**src/rtl/fruit_launcher.sv**
```systemverilog
// Game-flow controller: spawns one fruit at a time and runs its flight.
// It also keeps the cut and life counts. Define LAUNCHER_BOMB_EN to enable bomb objects.
module fruit_launcher #(
  parameter int SPAWN_GAP      = 60,
  parameter int SPAWN_GAP_MIN  = 15,
  parameter int LIVES          = 3,
  parameter int Y_MAX          = 479,
  parameter int VY_BASE        = 12,
  parameter int FLIGHT_TIMEOUT = 240
) (
  input  logic       frame_clk_i,
  input  logic       Reset_i,
  input  logic       start_i,
  input  logic [7:0] rand_num_i,
  input  logic [9:0] fruitY_i,
  input  logic [9:0] fruitS_i,
  input  logic       slice_hit_i,
  output logic       new_fruit_o,
  output logic       move_fruit_o,
  output logic [9:0] launch_x_o,
  output logic [9:0] launch_vx_o,
  output logic [9:0] launch_vy_o,
  output logic       launch_bomb_o,
  output logic [7:0] number_of_fruits_cut_o,
  output logic [1:0] lives_o,
  output logic       game_over_o
);

`ifdef LAUNCHER_BOMB_EN
  localparam bit BOMB_EN = 1'b1;
`else
  localparam bit BOMB_EN = 1'b0;
`endif

  typedef enum logic [2:0] {
    S_IDLE, S_COOLDOWN, S_LAUNCH, S_FLIGHT, S_OVER
  } state_t;

  state_t      state_q, state_d;
  logic [7:0]  gap_q, gap_d;
  logic [7:0]  timer_q, timer_d;
  logic        risen_q, risen_d;
  logic [7:0]  cut_q, cut_d;
  logic [1:0]  lives_q, lives_d;
  logic [9:0]  x_q, x_d, vx_q, vx_d, vy_q, vy_d;
  logic        bomb_q, bomb_d;
  logic        new_fruit_q, move_q, over_q;

  function automatic logic [7:0] gap_for(input logic [7:0] cut);
    int g;
    g = SPAWN_GAP - int'(cut >> 2);
    if (g < SPAWN_GAP_MIN) g = SPAWN_GAP_MIN;
    return 8'(g);
  endfunction

  logic [2:0]  level;
  logic [11:0] rise_thr;
  logic        rise_now, low_edge, miss;
  logic [7:0]  cut_inc;

  assign level    = (cut_q >= 8'd56) ? 3'd7 : cut_q[5:3];
  // A negative threshold (very large fruit) means the fruit can never count as risen.
  assign rise_thr = 12'(Y_MAX) - {1'b0, fruitS_i, 1'b0};
  assign rise_now = !rise_thr[11] && ({2'b00, fruitY_i} < rise_thr);
  assign low_edge = (fruitY_i >= 10'(Y_MAX)) && (fruitY_i < 10'd960);
  assign miss     = (risen_q && low_edge) || (timer_q == 8'(FLIGHT_TIMEOUT));
  assign cut_inc  = (cut_q == 8'hFF) ? cut_q : cut_q + 8'd1;

  always_comb begin
    state_d = state_q;
    gap_d   = gap_q;
    timer_d = timer_q;
    risen_d = risen_q;
    cut_d   = cut_q;
    lives_d = lives_q;
    x_d     = x_q;
    vx_d    = vx_q;
    vy_d    = vy_q;
    bomb_d  = bomb_q;
    case (state_q)
      S_IDLE: begin
        if (start_i) begin
          state_d = S_COOLDOWN;
          gap_d   = gap_for(cut_q);
        end
      end
      S_COOLDOWN: begin
        if (gap_q == 8'd0) begin
          state_d = S_LAUNCH;
          x_d     = 10'd64 + {1'b0, rand_num_i, 1'b0};
          vx_d    = {6'd0, rand_num_i[3:0]} - 10'd8;
          vy_d    = 10'd0 - (10'(VY_BASE) + {7'd0, level});
          bomb_d  = BOMB_EN && (&rand_num_i[7:5]);
          timer_d = 8'd0;
          risen_d = 1'b0;
        end else begin
          gap_d = gap_q - 8'd1;
        end
      end
      S_LAUNCH: state_d = S_FLIGHT;
      S_FLIGHT: begin
        if (timer_q != 8'hFF) timer_d = timer_q + 8'd1;
        if (rise_now) risen_d = 1'b1;
        // A cut in the same frame as a miss takes priority.
        if (slice_hit_i) begin
          if (BOMB_EN && bomb_q) begin
            lives_d = 2'd0;
            state_d = S_OVER;
          end else begin
            cut_d   = cut_inc;
            gap_d   = gap_for(cut_inc);
            state_d = S_COOLDOWN;
          end
        end else if (miss) begin
          if (BOMB_EN && bomb_q) begin
            gap_d   = gap_for(cut_q);
            state_d = S_COOLDOWN;
          end else if (lives_q <= 2'd1) begin
            lives_d = 2'd0;
            state_d = S_OVER;
          end else begin
            lives_d = lives_q - 2'd1;
            gap_d   = gap_for(cut_q);
            state_d = S_COOLDOWN;
          end
        end
      end
      S_OVER: begin
        if (start_i) begin
          cut_d   = 8'd0;
          lives_d = 2'(LIVES);
          gap_d   = gap_for(8'd0);
          state_d = S_COOLDOWN;
        end
      end
      default: state_d = S_IDLE;
    endcase
  end

  always_ff @(posedge frame_clk_i) begin
    if (!Reset_i) begin
      state_q     <= S_IDLE;
      gap_q       <= 8'd0;
      timer_q     <= 8'd0;
      risen_q     <= 1'b0;
      cut_q       <= 8'd0;
      lives_q     <= 2'(LIVES);
      x_q         <= 10'd0;
      vx_q        <= 10'd0;
      vy_q        <= 10'd0;
      bomb_q      <= 1'b0;
      new_fruit_q <= 1'b0;
      move_q      <= 1'b0;
      over_q      <= 1'b0;
    end else begin
      state_q     <= state_d;
      gap_q       <= gap_d;
      timer_q     <= timer_d;
      risen_q     <= risen_d;
      cut_q       <= cut_d;
      lives_q     <= lives_d;
      x_q         <= x_d;
      vx_q        <= vx_d;
      vy_q        <= vy_d;
      bomb_q      <= bomb_d;
      new_fruit_q <= (state_d == S_LAUNCH);
      move_q      <= (state_d == S_FLIGHT);
      over_q      <= (state_d == S_OVER);
    end
  end

  assign new_fruit_o            = new_fruit_q;
  assign move_fruit_o           = move_q;
  assign launch_x_o             = x_q;
  assign launch_vx_o            = vx_q;
  assign launch_vy_o            = vy_q;
  assign launch_bomb_o          = bomb_q;
  assign number_of_fruits_cut_o = cut_q;
  assign lives_o                = lives_q;
  assign game_over_o            = over_q;

endmodule

```
**config.mk**
```make
export PLATFORM = sky130hd
export DESIGN_NAME = fruit_launcher
export DESIGN_NICKNAME = d
export VERILOG_FILES = /design/src/rtl/fruit_launcher.sv
export SDC_FILE = /design/constraint.sdc
export NUM_CORES = 1
export LEC_CHECK = 0
export ABC_AREA = 1
export BUFFER_PORTS_ARGS = -buffer_cell sky130_fd_sc_hd__buf_2
export CAP_MARGIN = 20
export CORE_ASPECT_RATIO = 0.8
export CORE_MARGIN = 1.5
export CORE_UTILIZATION = 50
export DETAILED_ROUTE_END_ITERATION = 8
export GPL_TIMING_DRIVEN = 0
export PLACE_DENSITY = 0.74
export SLEW_MARGIN = 20
export SYNTH_ARGS = -nofsm -noshare
export SYNTH_HDL_FRONTEND = slang
export SYNTH_SLANG_ARGS = --single-unit
export TNS_END_PERCENT = 20
```
**constraint.sdc**
```tcl
create_clock -name frame_clk_i -period 5.5 [get_ports frame_clk_i]
set_input_delay 1.65 -clock frame_clk_i [delete_from_list [all_inputs] [get_ports frame_clk_i]]
set_output_delay 1.65 -clock frame_clk_i [all_outputs]
set_load 0.01 [all_outputs]
```
# Word-level counts from Yosys, hierarchy flattened
# Cells that the tools add are included.
# W data, S select, Z words.
[word_totals] ff_bits=63 output_inout_bits=44
[classes] n_addsub=11 n_eq_ne=22 n_mux=31 n_reduce_logical=18 order_cmp=7
[op_table] operator="$mux W8" count=13
[op_table] operator="$pmux W8 S2" count=2
[op_table] operator="$pmux W8 S4" count=1
[op_table] operator="$ne A2 B2 Y1 const B" count=10
[op_table] operator="$mux W3" count=6
[op_table] operator="$add A8 B1 Y8 const B" count=2
[op_table] operator="$eq A8 B8 Y1 const B" count=2
[op_table] operator="$lt A7 B5 Y1 const B" count=2
[op_table] operator="$sub A6 B6 Y7 const A" count=2
[op_table] operator="$eq A3 B2 Y1 const B" count=4
[op_table] operator="$lt A10 B12 Y1" count=1
[op_table] operator="$pmux W3 S4" count=1
[op_table] operator="$sub A9 B11 Y12 const A" count=1
[op_table] operator="$add A7 B9 Y10 const A" count=1
[op_table] operator="$ge A10 B9 Y1 const B" count=1
[op_table] operator="$lt A10 B10 Y1 const B" count=1
[op_table] operator="$reduce_and A3 Y1" count=3
[op_table] operator="$ge A8 B6 Y1 const B" count=1
[op_table] operator="$logic_not A8 Y1" count=1
[op_table] operator="$mux W2" count=4
[op_table] operator="$ne A8 B8 Y1 const B" count=1
[op_table] operator="$reduce_and A4 Y1" count=2
[op_table] operator="$sub A8 B1 Y8 const B" count=1
[op_table] operator="$eq A3 B3 Y1 const B" count=2
[op_table] operator="19 further kinds" count=24

# Logic depth before layout (Yosys ltp)
[depth] ltp_word=8 mapped_depth=21 ltp_nobuf=21

# Worst setup path before layout
# Ideal clock, no wire load.
[synth_path] kind="in2reg" start="input port fruitS_i[4]" end="register risen_q" t_required_ps=5391 cell_stages=14 path_buffers=0 setup_slack_ps=2546 arrival_time_ps=2845 cell_sequence="ha_1 > xor2_1 > ha_1 > nand2_1 > nor2_1 > nand2_1 > nand3_1 > nand2_1 > nand2_1 > nand2_1 > nand2_1 > nand3b_1 > nand2_1 > inv_1"
[synth_between] elab_chain_cells=5 elab_cells_between_ends=6 cone_classes="add/sub (1); order compare (1); eq/ne (1); reduce/logical (3)"
[synth_rtl] element="start: declaration" line="16" rtl="input logic [9:0] fruitS_i,"
[synth_rtl] element="$sub A9 B11 Y12 *" line="63" rtl="assign rise_thr = 12'(Y_MAX) - {1'b0, fruitS_i, 1'b0};"
[synth_rtl] element="$lt A10 B12 Y1 / $logic_not A1 Y1 (equally long branches)" line="64" rtl="assign rise_now = !rise_thr[11] && ({2'b00, fruitY_i} < rise_thr);"
[synth_rtl] element="$logic_and A1 B1 Y1 *" line="64"
[synth_rtl] element="$ne A2 B2 Y1 (no source line) *"
[synth_rtl] element="$reduce_and A3 Y1 (no source line) *"
[synth_rtl] element="end signal: assignment" line="159" rtl="risen_q <= risen_d;"
[synth_rtl] element="end: declaration" line="42" rtl="logic risen_q, risen_d;"
# Mark *: on every way between the ends. The rest lies on a longest branch, timed or not.
# A chain may end at the register's enable or synchronous reset.

# Worst setup path in the final report
[layout_path] start="register cut_q[3], in the netlist number_of_fruits_cut_o[3]" end="register gap_q[3]"
[layout_between] elab_chain_cells=7 elab_cells_between_ends=14 cone_classes="add/sub (3); order compare (2); eq/ne (1); mux (8)"
[layout_rtl] element="start: declaration" line="43" rtl="logic [7:0] cut_q, cut_d;"
[layout_rtl] element="start signal: assignment" line="160" rtl="cut_q <= cut_d;"
[layout_rtl] element="$add A8 B1 Y8, or another cell as far along" line="67" rtl="assign cut_inc = (cut_q == 8'hFF) ? cut_q : cut_q + 8'd1;"
[layout_rtl] element="$mux W8 / $lt A7 B5 Y1 (equally long branches)" line="67, 52"
[layout_rtl] element="$sub A6 B6 Y7 / $mux W8 (equally long branches)" line="51, 52"
[layout_rtl] element="$lt A7 B5 Y1 / $mux W8 (equally long branches)" line="52, 118"
[layout_rtl] element="$mux W8, on equally long branches" line="52, 114"
[layout_rtl] element="$mux W8" line="105" rtl="if (slice_hit_i) begin"
[layout_rtl] element="$pmux W8 S4 *" line="80" rtl="case (state_q)"
[layout_rtl] element="end signal: assignment" line="157" rtl="gap_q <= gap_d;"
[layout_rtl] element="end: declaration" line="40" rtl="logic [7:0] gap_q, gap_d;"
# Mark *: on every way between the ends. The rest lies on a longest branch, timed or not. The select of a mux whose other input is x is not followed.

==> flow_summary.toml <==
[cts]
worstSkewPairLatency_ps = 310
post_cts_buffers = 0
cts.sinks = 49
cts_max_level = 2
cts-hold-fix-buffers = 0
cts_tree = "yes"
clock-root-buffer = "clkbuf_8"
cts_buffers = 5
post_cts_repair_resize_count = 0
max_root_sink_buffers = 2
clkTransAtPathRegs_ps = 100

[critical_path]
cp-end-kind = "flop"
worst_path_arrival_time_ps = 3350
critical_path.slowest_cell = "dfxtp_1"
wp_buf_inv = 3
path_delay_family = "simple AND/OR/NAND/NOR gates"
critPathKind = "reg2reg"
critPathRequiredTime_ps = 5680
critical_path.most_common_cell = "nand2_1"
startpoint_type = "flop"
timing.critical_path.slowest_cell_delay_ps = 550
path_cells = "ha_1 -> nand2_1 -> inv_1 -> nand2_4 -> nand2_1 -> nand2_1 -> inv_1 -> ha_1 -> inv_1 -> xor2_2 -> nor2_1 -> nand3_1 -> nand3_1 -> a21oi_1 -> ha_1 -> a21oi_1 -> o21ai_0 -> a21oi_1 -> nand2_1 -> nand2_1 -> a21oi_2"
timing.critical_path.fanout_max = 10

[logic_synthesis]
synth.avg_cell_area_um2 = 7.205
synthXorXnorAreaFrac_pct = 3.794
synth_top_family_by_area = "simple AND/OR/NAND/NOR gates"
ys_seq_elements = 49
synth-edff-count = 0
synth_adder_area_share_pct = 9.121
synth_compound_gate_area_share_pct = 15.69
fraction_of_the_yosys_area_taken_by_sequential_cells_pct = 28.60
yosysWarningCount = 0
synth_simple_gate_area_share_pct = 31.05
synth_flop_cell = "dfxtp_1"
muxShareOfSynthArea_pct = 0
synth.cell_area_mm2 = 0.003430
synth_cell_types = 44
async_reset_ff_share_pct = 0
synthesis.instances = 476

[sta]
layout_setup_ws_ps = 2327
clock-skew-final_ps = 9.122
count_of_final_max_slew_check_failures = 0
rsz_0062_raised_after_global_routing = "no"
setup_viol_count_final = 0
setup_total_negative_slack_ps = 0
post_route_clock_period_utilization_pct = 57.69
achievable-frequency_mhz = 315.2
fin_crit_ps = 3173
endpoints_failing_hold = 0
holdWs_ps = 461.5
timing_worst_slew_pin_value_ps = 639.2
max_slew_margin_pct = 57.39

[grt]
grt.overflow.total = 0
antenna_found_initial = 0
first_pass_grt_wire_length_um = 13050
gr-usage-all-layers_pct = 21.77
number_of_global_route_vias_before_repair = 2974
grt_start_max_net_pins = 17

[pwr]
ir_worst_vdd_mv = 0.1931
leakagePower_uw = 0.002001
pwr_density_cell_mw_per_mm2 = 261.0
totalPowerFinal_uw = 1043

[floorplan]
die_area_mm2 = 0.007368
placeable_core_area_mm2 = 0.006506
floorplan.initialDensity_pct = 52.71
top_level_ports = 76
die_y_um = 77.08
dieWidth_um = 95.60
core.rowCount = 26

[final_layout]
most_used_cells_in_the_layout_excluding_fill_and_tap_cells = "91 x nand2_1, 75 x buf_2, 51 x inv_1"
most_frequent_standard_cell_in_the_layout_excluding_fill_and_tap_cells = "nand2_1"
n_antenna_cell = 0
share_of_final_layout_standard_cells_stronger_than_drive_strength_1_pct = 25.63
area.growth.synth_to_final_pct = 16.45
fin_nets = 614

[placement]
place.port_buffers = 73
place_hpwl_um = 6202
place_congestion = 0.9105
preCtsSetupSlack_ps = 2271

[routing]
drt_first_iter_violations = 164
drc = 0
wl_per_cell_um = 12.13
drt_wl_total_um = 7786
detailroute.via_count = 3357
antenna_left = 0
drt_pre_antenna_iters = 5
vias_per_cell = 5.229

[job]
cap_viol_max_count = 0

[worst_hold_path]
min_path_type = "reg2reg"

[run_status]
run_status = "completed"
## Yosys cell counts (all sizes together), types with 2 or more instances
library cell  count  area, um2
a211oi            4      30.03
a21oi            36      187.7
a22o              7      61.31
a22oi             2      15.01
a31oi             2      12.51
buf              22      163.9
clkbuf            2      7.510
dfxtp            49      980.9
ha               25      312.8
inv              57      224.0
nand2           102      449.2
nand3            38      222.7
nand4            11      75.07
nor2             51      241.5
nor3              7      35.03
nor3b             2      15.01
o211ai            4      30.03
o21ai            28      143.9
o21bai            4      30.03
or2               3      18.77
xnor2             4      35.03
xor2             10      95.10
## routing by layer
metal	vias up	wire, um	GRT usage [%]
li1	1728	-	-
met1	1517	3754	30.28
met2	106	3443	35.56
met3	6	526	3.770
met4	0	61	3.235
met5	-	0	0
## logic make-up after synthesis
group | count (synthesis)
simple gates | 215
compound gates | 90
buf+inv | 82
flops | 49
fa+ha+maj | 25
xor+xnor | 14
other cells | 1
## worst min-delay path, cell delays in order (launching register included)
cell	delay, ps
dfxtp_1	340
nand2_1	50
o21ai_0	50
## registers in the layout (all words and copies together), names as in the netlist
signal and count:
timer_q 8, state_q 3, lives_o 2, launch_vy_o 6, new_fruit_o 1, launch_x_o 6
game_over_o 1, number_of_fruits_cut_o 8, gap_q 8, launch_vx_o 4, risen_q 1, move_fruit_o 1
## metrics by stage
stage	area, um2	instances	utilization [%]
after floorplan	3433	477	-
after global placement	3904	634	60.00
after detailed placement	3904	634	60.00
after CTS	3994	642	61.38
after global routing	3994	642	61.38
final	3994	642	61.38
## layout make-up
cell class,instances,area [um2]
clock buffer,5,68.82
fill,633,2512
timing repair buffer,73,365.4
clock inverter,3,21.27
tap,84,105.1
multi-input combinational,346,2053
sequential,49,980.9
buffer,24,171.4
inverter,58,227.7
## where the power goes
part | total, uW | internal [uW] | switching [uW]
Combinational | 394 | 158 | 237
Sequential | 427 | 395 | 31.9
Clock | 221 | 90.5 | 131
Total | 1040 | 643 | 400
## worst paths after layout
| kind | slack, ps | from | cells past startpoint | endpoint |
|---|---|---|---|---|
| setup / recovery | 2330 | number_of_fruits_cut_o[3]$_SDFFE_PN0P_ | 21 | gap_q[3]$_SDFFE_PN0P_ |
| hold / removal | 460 | launch_x_o[8]$_SDFFE_PN0P_ | 2 | launch_x_o[8]$_SDFFE_PN0P_ |
| setup reg to reg | 2330 | number_of_fruits_cut_o[3]$_SDFFE_PN0P_ | 21 | gap_q[3]$_SDFFE_PN0P_ |
| hold reg to reg | 460 | launch_x_o[8]$_SDFFE_PN0P_ | 2 | launch_x_o[8]$_SDFFE_PN0P_ |
Note: power is estimated with default switching activity, not from simulation.
